[src/rtl/arc_mem_pkg.sv]
// arc_mem_pkg: shared types and constants for the ARC memory access port.
package arc_mem_pkg;

    typedef enum logic [2:0] {
        IDLE = 3'd0,
        RD   = 3'd1,
        WR   = 3'd2,
        WAIT = 3'd3,
        CAP  = 3'd4,
        DONE = 3'd5,
        ERR  = 3'd6
    } memState_t;

    localparam logic [1:0] WORD_ALIGN_MASK = 2'b11;
    localparam int         MAX_WAIT        = 15;

    // A word access is legal only when the low byte-offset bits are clear.
    function automatic logic isMisaligned(input logic [1:0] lowBits);
        return (lowBits & WORD_ALIGN_MASK) != 2'b00;
    endfunction

endpackage

[src/rtl/arc_mem_wait_cnt.sv]
// arc_mem_wait_cnt: 4-bit loadable down-counter that times memory wait states.
module arc_mem_wait_cnt (
    input  logic       i_clk,
    input  logic       i_rst_n,
    input  logic       i_load,
    input  logic [3:0] i_loadValue,
    input  logic       i_en,
    output logic       o_zero
);

    logic [3:0] r_count;

    // Load takes priority; counting stops at zero so o_zero stays asserted.
    always_ff @(posedge i_clk or negedge i_rst_n) begin
        if (!i_rst_n) begin
            r_count <= 4'd0;
        end else if (i_load) begin
            r_count <= i_loadValue;
        end else if (i_en && (r_count != 4'd0)) begin
            r_count <= r_count - 4'd1;
        end
    end

    assign o_zero = (r_count == 4'd0);

endmodule

[src/rtl/arc_mem_port.sv]
// arc_mem_port: single-outstanding word load/store port in front of main_memory.
module arc_mem_port
    import arc_mem_pkg::*;
#(
    parameter int WAIT_CYCLES = 0
) (
    input  logic        i_clk,
    input  logic        i_rst_n,
    input  logic        i_req,
    input  logic        i_we,
    input  logic [31:0] i_addr,
    input  logic [31:0] i_wdata,
    output logic [31:0] o_rdata,
    output logic        o_ready,
    output logic        o_err,
    output logic        o_busy,
    output logic [31:0] o_mem_address,
    output logic [31:0] o_mem_data_in,
    output logic        o_mem_rd,
    output logic        o_mem_wr,
    input  logic [31:0] i_mem_data_out
);

    // Wait-state count is clamped to what the 4-bit counter can express.
    localparam int         WaitEff  = (WAIT_CYCLES > MAX_WAIT) ? MAX_WAIT :
                                      (WAIT_CYCLES < 0) ? 0 : WAIT_CYCLES;
    localparam logic [3:0] WaitLoad = 4'((WaitEff > 0) ? (WaitEff - 1) : 0);

    memState_t   r_state;
    memState_t   w_nextState;
    logic        w_accept;
    logic        w_cntLoad;
    logic        w_cntEn;
    logic        w_cntZero;
    logic        w_capture;
    logic        r_isLoad;
    logic [31:0] r_memAddress;
    logic [31:0] r_memDataIn;
    logic [31:0] r_rdata;

    arc_mem_wait_cnt u_waitCnt (
        .i_clk       (i_clk),
        .i_rst_n     (i_rst_n),
        .i_load      (w_cntLoad),
        .i_loadValue (WaitLoad),
        .i_en        (w_cntEn),
        .o_zero      (w_cntZero)
    );

    // State register; reset aborts any access in flight without a completion pulse.
    always_ff @(posedge i_clk or negedge i_rst_n) begin
        if (!i_rst_n) begin
            r_state <= IDLE;
        end else begin
            r_state <= w_nextState;
        end
    end

    // Next-state decode plus the one-cycle control strobes for the datapath and counter.
    always_comb begin
        w_nextState = r_state;
        w_accept    = 1'b0;
        w_cntLoad   = 1'b0;
        w_cntEn     = 1'b0;
        w_capture   = 1'b0;
        case (r_state)
            IDLE: begin
                if (i_req) begin
                    w_accept = 1'b1;
                    if (isMisaligned(i_addr[1:0])) begin
                        w_nextState = ERR;
                    end else if (i_we) begin
                        w_nextState = WR;
                    end else begin
                        w_nextState = RD;
                    end
                end
            end
            RD: begin
                if (WaitEff > 0) begin
                    w_nextState = WAIT;
                    w_cntLoad   = 1'b1;
                end else begin
                    w_nextState = CAP;
                end
            end
            WR: begin
                if (WaitEff > 0) begin
                    w_nextState = WAIT;
                    w_cntLoad   = 1'b1;
                end else begin
                    w_nextState = DONE;
                end
            end
            WAIT: begin
                w_cntEn = 1'b1;
                if (w_cntZero) begin
                    w_nextState = r_isLoad ? CAP : DONE;
                end
            end
            CAP: begin
                w_capture   = 1'b1;
                w_nextState = DONE;
            end
            DONE:    w_nextState = IDLE;
            ERR:     w_nextState = IDLE;
            default: w_nextState = IDLE;
        endcase
    end

    // Request latch and load-result register; address/data hold until the next accepted request.
    always_ff @(posedge i_clk or negedge i_rst_n) begin
        if (!i_rst_n) begin
            r_memAddress <= 32'd0;
            r_memDataIn  <= 32'd0;
            r_isLoad     <= 1'b0;
            r_rdata      <= 32'd0;
        end else begin
            if (w_accept) begin
                r_memAddress <= i_addr;
                r_memDataIn  <= i_wdata;
                r_isLoad     <= ~i_we;
            end
            if (w_capture) begin
                r_rdata <= i_mem_data_out;
            end
        end
    end

    assign o_mem_rd      = (r_state == RD);
    assign o_mem_wr      = (r_state == WR);
    assign o_ready       = (r_state == DONE) || (r_state == ERR);
    assign o_err         = (r_state == ERR);
    assign o_busy        = (r_state != IDLE);
    assign o_mem_address = r_memAddress;
    assign o_mem_data_in = r_memDataIn;
    assign o_rdata       = r_rdata;

endmodule
[config.mk]
export PLATFORM = sky130hd
export DESIGN_NAME = arc_mem_port
export DESIGN_NICKNAME = d
export VERILOG_FILES = /design/src/rtl/arc_mem_pkg.sv /design/src/rtl/arc_mem_wait_cnt.sv /design/src/rtl/arc_mem_port.sv
export SDC_FILE = /design/constraint.sdc
export NUM_CORES = 1
export LEC_CHECK = 0
export CORE_MARGIN = 2
export CORE_UTILIZATION = 40
export DETAILED_ROUTE_END_ITERATION = 10
export GPL_TIMING_DRIVEN = 0
export PLACE_DENSITY_LB_ADDON = 0.15
export SYNTH_ARGS = -nofsm -noshare
export SYNTH_HDL_FRONTEND = slang
export SYNTH_SLANG_ARGS = --single-unit
[constraint.sdc]
create_clock -name i_clk -period 2 [get_ports i_clk]
set_input_delay 0.4 -clock i_clk [delete_from_list [all_inputs] [get_ports i_clk]]
set_output_delay 0.4 -clock i_clk [all_outputs]
set_load 0.02 [all_outputs]
==> reports/results.tsv, run 1 <==
metric	value	unit
dieWidth	105	um
count_of_flip_flops_with_a_built_in_enable_after_synthesis	0	
post_cts_clock_slew_at_the_launch_and_capture_registers_of_the_worst_setup_and_hold_paths	90	ps
worstSetupEndpointType	primary output	
detail_route.drc_violations	0	
placed_area	0.00624	mm^2
num_rows	36	
cts_hold_buf	0	
grt_max_degree	57	
grt_overflow_total	0	
holdCritPathClass	in2async	
cts-root-to-sink-buffers	2	
powerDensity	1630	mW/mm^2
globalRouteMet3Util	8.05	%
detail_route.iter0.violations	62	
yosysUniqueCellTypes	30	
final_power	10.5	mW
nets	566	
pins_over_slew_limit	0	
utilization	65.4	%
grt_first_pass_wirelength	16000	um
fmax	522	MHz
cts.htree.levels	3	
post-synth-top-count-cell	sky130_fd_sc_hd__dfrtp_1	
crit_arrival	1520	ps
core_area	0.00982	mm^2
seq_area	0.00260	mm^2
timing.setup.tns	0	ps
globalplace.congestion	0.704	
area_share_of_the_leading_cell_type_in_the_synthesized_netlist	64.3	%
wire_per_inst	16.3	um
path_delay_family	buffers and inverters	
fillers	771	
cts-root-buf	sky130_fd_sc_hd__clkbuf_8	
global_route_met1_usage	22.2	%
drv_cap	0	
timing.reg2reg.setup_slack	210	ps
via_count_of_the_first_global_routing_pass	3064	
syn-mean-instance-area	16.0	um^2
setup_viol_count_final	0	
cpMaxStageDelayCell	sky130_fd_sc_hd__dfrtp_1	
buffer_ports.inserted	200	
dpl.cell_count	587	
final_clock_skew	5.21	ps
gr-max-usage-layer	met2	
max_slew.worst_pin.slew	660	ps
clock_sinks	104	
synth.top_cells.by_count	sky130_fd_sc_hd__dfrtp_1 (104), sky130_fd_sc_hd__mux2_2 (58), sky130_fd_sc_hd__mux2_1 (39), sky130_fd_sc_hd__buf_4 (6), sky130_fd_sc_hd__nor2_1 (6)	
boundaryPins	201	
worstSkewPairLatency	360	ps
worst_ep_required_time	1600	ps
finalCritPeriodShare	95.8	%
avgViaCountPerCell	4.67	
netlist_area	0.00405	mm^2
ys.flop_type	sky130_fd_sc_hd__dfrtp_1	
cp.buffers_inverters	2	
timing.reg2reg.worst_path_depth	5	
max_vdd_drop	0.796	mV
max_stage_delay	380	ps
postcts_resize_cnt	6	
crit_path_cell_trace	buf_2 > nor3b_1 > dlygate4sd2_1	
dieArea	0.0109	mm^2
post_cts.repair.setup_buffers	0	
setup.worst_path.class	reg2out	
worst_r2r_startpoint	r_state[0]	
die_boundary_height	105	um
syn-num-nets	354	
fin_area	0.00642	mm^2
post_synthesis_sequential_area_ratio	64.3	%
rr_endpoint	o_mem_data_in[21]	
number_of_synthesized_register_bits	104	
drt-total-wl	9820	um
synth-warning-count	0	
antenna_found_initial	0	
area_of_the_multi_input_gates	0.00134	mm^2
syn_inst	253	
hold_violations	0	
unrepaired_setup_endpoints_after_global_routing	true	
worst_setup_path_start_kind	register	
netlist.top_cell.by_area	sky130_fd_sc_hd__dfrtp_1	
status	completed	
remaining_max_slew_budget_at_the_tightest_pin	56.0	%
dr_total_vias	2816	
finalNonFillerCells	603	
async_flop_share	100	%
cp_max_fo	10	
antenna_violating_nets_post_route	0	
track_usage	18.7	%
cts_tree	built	
first_pass_iters	4	
post-route-min-period	1920	ps
power_leakage	2.67	nW
drive_gt1_share	19.8	%
dpl.hpwl	7480	um
flow.area_growth_from_synthesis	58.7	%
cts_made_buffers	9	
post_synth_main_area_contributors	sky130_fd_sc_hd__dfrtp_1 (64%), sky130_fd_sc_hd__mux2_2 (16%), sky130_fd_sc_hd__mux2_1 (11%)	
antennaDiodeCount	0	
initial_core_util	41.2	%
gr-usage-met2	30.5	%
-- metrics by stage --
stage / hold WS [ps] / setup slack [ps]
CTS: 69.8 / 8.62
detailed placement: 475 / -139
finish: 65.9 / 83.2
global placement: 467 / -3410
floorplan: 104 / 415
global route: 103 / -6.01
-- final cells by class --
class | count | area share, %
buffer | 14 | 1.71
clock buffer | 13 | 2.63
clock inverter | 3 | 0.234
inverter | 3 | 0.175
multi-input combinational | 132 | 20.8
sequential | 104 | 40.5
tap | 133 | 2.59
timing repair buffer | 201 | 31.3
-- layout by cell type (no fill, tap or decap), types with 2 or more instances in the layout --
master                            Yosys  final
sky130_fd_sc_hd__clkdlybuf4s50_1      0    194
sky130_fd_sc_hd__dfrtp_1            104    104
sky130_fd_sc_hd__mux2_2              58     58
sky130_fd_sc_hd__mux2_1              39     39
sky130_fd_sc_hd__clkbuf_8             0     12
sky130_fd_sc_hd__buf_4                6      7
sky130_fd_sc_hd__nor2_1               6      6
sky130_fd_sc_hd__buf_6                4      4
sky130_fd_sc_hd__buf_2                3      3
sky130_fd_sc_hd__inv_1                3      3
sky130_fd_sc_hd__nand2_1              3      3
sky130_fd_sc_hd__clkbuf_2             1      3
sky130_fd_sc_hd__clkinv_2             0      3
sky130_fd_sc_hd__dlygate4sd2_1        0      3
sky130_fd_sc_hd__nand2b_1             2      2
sky130_fd_sc_hd__and2_1               2      2
sky130_fd_sc_hd__o21ai_0              2      2
sky130_fd_sc_hd__a21oi_1              2      2
sky130_fd_sc_hd__xnor2_1              2      2
-- registers in the layout, summed over array words and instances (netlist names) --
name               flops
o_mem_address         32
o_mem_data_in         32
o_rdata               32
r_isLoad               1
r_state                3
u_waitCnt.r_count      4
-- how the worst max path moves through the flow --
| stage | start | end | slack, ps | cells after the start |
|---|---|---|---|---|
| 5_1_grt | r_state[2] | o_mem_rd | -6 | 3 |
| 2_1_floorplan | r_state[0] | o_mem_address[27] | 420 | 5 |
| 3_5_place_dp | i_req | o_mem_data_in[21] | -140 | 5 |
| 4_1_cts | r_state[2] | o_mem_wr | 9 | 4 |
| 3_3_place_gp | i_rst_n | o_mem_address[21] | -3410 | 1 |
| 6_report | r_state[2] | o_mem_rd | 80 | 3 |
-- where the power goes --
group	switching (mW)	total (mW)	internal (mW)
sequential	0.482	3.62	3.14
combinational	2.61	5.61	3.00
clock	0.683	1.23	0.551
-- per-layer routing --
layer	vias up	wire length, um	part of all wire [%]
li1	1303	-	-
met1	1362	3910	40
met2	135	4760	48
met3	16	971	9.9
met4	0	172	1.8
met5	-	0	0
-- logic make-up after synthesis --
| logic type | synth area share [%] |
|---|---|
| mux | 27.2 |
| buf+inv | 3.00 |
| compound gates | 1.02 |
| flops | 64.3 |
| fa+ha+maj | 0.309 |
| xor+xnor | 0.649 |
| simple gates | 3.49 |
-- worst reg2reg max path, stage by stage, from the launching register on --
cell,delay (ps)
sky130_fd_sc_hd__dfrtp_1,370
sky130_fd_sc_hd__buf_4,180
sky130_fd_sc_hd__nor4b_4,320
sky130_fd_sc_hd__buf_4,270
sky130_fd_sc_hd__buf_6,180
sky130_fd_sc_hd__mux2_1,340
Power figures use the tool's default switching activity.
==> inputs of run 2 (changes only) <==
- HOLD_SLACK_MARGIN: unset -> 0.05
==> results of run 2 <==
Same layout as run 1: the final DEF is identical, and so are final timing and power.
==> inputs of run 3 (changes only) <==
- CORE_ASPECT_RATIO: unset -> 0.6
==> reports/results.tsv, run 3 (synthesized netlist as in run 1, its figures left out) <==
metric	value	unit
pins_over_slew_limit	0	
cts-root-to-sink-buffers	2	
die_boundary_height	81.9	um
buffer_ports.inserted	200	
drv_cap	0	
fillers	736	
grt_max_degree	63	
post-route-min-period	1910	ps
pwr-share-clk	14.8	%
max_stage_delay	370	ps
p_sw	3.80	mW
placed_area	0.00624	mm^2
layout.cells.most_common	sky130_fd_sc_hd__clkdlybuf4s50_1	
remaining_max_slew_budget_at_the_tightest_pin	63.0	%
antenna_violating_nets_post_route	0	
holdCritPathClass	in2async	
worstSetupEndpointType	primary output	
core_area	0.00984	mm^2
unrepaired_setup_endpoints_after_global_routing	false	
detail_route.iter0.violations	55	
crit_path_cell_trace	buf_4 > xor2_1 > and2_1 > dlygate4sd2_1	
dr_total_vias	2767	
worst_setup_path_start_kind	register	
flow.area_growth_from_synthesis	61.1	%
cts-root-buf	sky130_fd_sc_hd__clkbuf_16	
wire_per_inst	15.8	um
fin_area	0.00652	mm^2
cell_internal_pwr	7.02	mW
crit_arrival	1510	ps
dieWidth	134	um
comb_power_share	51.7	%
swShare	35.1	%
powerDensity	1660	mW/mm^2
globalplace.congestion	0.708	
cts_tree	built	
cts_made_buffers	9	
whs	60.4	ps
endpoint	o_ready	
finalCritPeriodShare	95.6	%
grt_overflow_total	0	
grt_first_pass_wirelength	14700	um
status	completed	
max_vdd_drop	1.03	mV
nets	566	
seqPwrFrac	33.5	%
track_usage	17.6	%
power_leakage	2.71	nW
clock_sinks	104	
via_count_of_the_first_global_routing_pass	2872	
hold_violations	0	
dpl.hpwl	7310	um
antennaDiodeCount	0	
final_power	10.8	mW
cpMaxStageDelayCell	sky130_fd_sc_hd__dfrtp_1	
final_clock_skew	4.27	ps
worstSetupStartpoint	r_state[0]	
rr_endpoint	o_mem_data_in[0]	
area_of_the_multi_input_gates	0.00134	mm^2
utilization	66.2	%
cts.htree.levels	3	
avgViaCountPerCell	4.57	
initial_core_util	41.1	%
post_cts_clock_slew_at_the_launch_and_capture_registers_of_the_worst_setup_and_hold_paths	70	ps
fmax	523	MHz
worst_ep_required_time	1600	ps
setup_viol_count_final	0	
dieArea	0.0110	mm^2
first_pass_iters	4	
most-common-layout-cells	sky130_fd_sc_hd__clkdlybuf4s50_1 (194), sky130_fd_sc_hd__dfrtp_1 (104), sky130_fd_sc_hd__mux2_2 (58)	
drive_gt1_share	19.6	%
antenna_found_initial	0	
detail_route.drc_violations	0	
timing.reg2reg.setup_slack	230	ps
num_rows	28	
max_slew.worst_pin.slew	555	ps
boundaryPins	201	
drt-total-wl	9530	um
seq_area	0.00260	mm^2
setup.worst_path.class	reg2out	
worst_r2r_startpoint	r_state[0]	
timing.reg2reg.worst_path_depth	5	
cp_max_fo	10	
worstSkewPairLatency	330	ps
==> run 3: cell count changes in the layout (fill, tap and decap cells not counted), sizes merged <==
| cell | change |
|---|---|
| dlygate4sd2 | +1 |
| clkinvlp | +3 |
| clkbuf | -3 |
| clkinv | -1 |
==> run 3: how the worst min path moves through the flow <==
stage | to | startpoint | slack (ps) | cells past startpoint
after floorplan | o_mem_address[0] | i_rst_n | 100 | 0
after global placement | o_mem_address[28] | o_mem_address[28] | 470 | 1
after detailed placement | o_mem_data_in[8] | i_rst_n | 430 | 1
after CTS | o_mem_data_in[8] | i_rst_n | 70 | 1
after global routing | o_mem_data_in[24] | i_rst_n | 100 | 1
final | o_mem_data_in[8] | i_rst_n | 60 | 1
==> run 3: per-layer routing <==
layer,up-vias,global-route usage [%],share of wire [%]
met4,0,3.51,0.68
met5,-,0,0
li1,1306,-,-
met2,126,27.4,45
met3,6,10.1,13
met1,1329,21.4,41
==> run 3: stage by stage <==
stage               setup TNS, ps  instances  worst slack [ps]
floorplan                       0        253               415
global placement          -360780        588             -3440
detailed placement          -3360        589              -107
CTS                             0        605              69.6
global route                    0        605              20.9
finish                          0        605              87.9
==> run 3: power groups by stage <==
stage               clock network (mW)  registers (mW)  logic [mW]
floorplan                            0            4.89        1.69
global placement                     0            3.61        5.58
detailed placement                   0            3.67        5.67
CTS                               1.67            3.64        5.67
global route                      1.76            3.76        5.94
finish                            1.61            3.63        5.59
==> run 3: final cells by class <==
cell class,count,share of cell area [%]
Buffer,14,1.69
Sequential cell,104,39.9
Tap cell,135,2.59
Multi-Input combinational cell,132,20.5
Inverter,3,0.173
Clock buffer,11,3.72
Clock inverter,5,0.499
Timing Repair Buffer,201,30.9
==> run 3: worst max-delay path, delay by kind of cell, from the launching register on <==
| kind | cells | cell delay [ps] |
|---|---|---|
| buf+inv | 2 | 490 |
| flops | 1 | 370 |
| xor+xnor | 1 | 170 |
| simple gates | 1 | 150 |
==> run 3: what timing repair did <==
item                       in CTS  in global routing
setup endpoints to repair       5                  2
hold buffers                    0                  0
setup buffers                   0                  0
pin swaps                       0                  0
cloned                          0                  0
gates resized for setup         6                  3
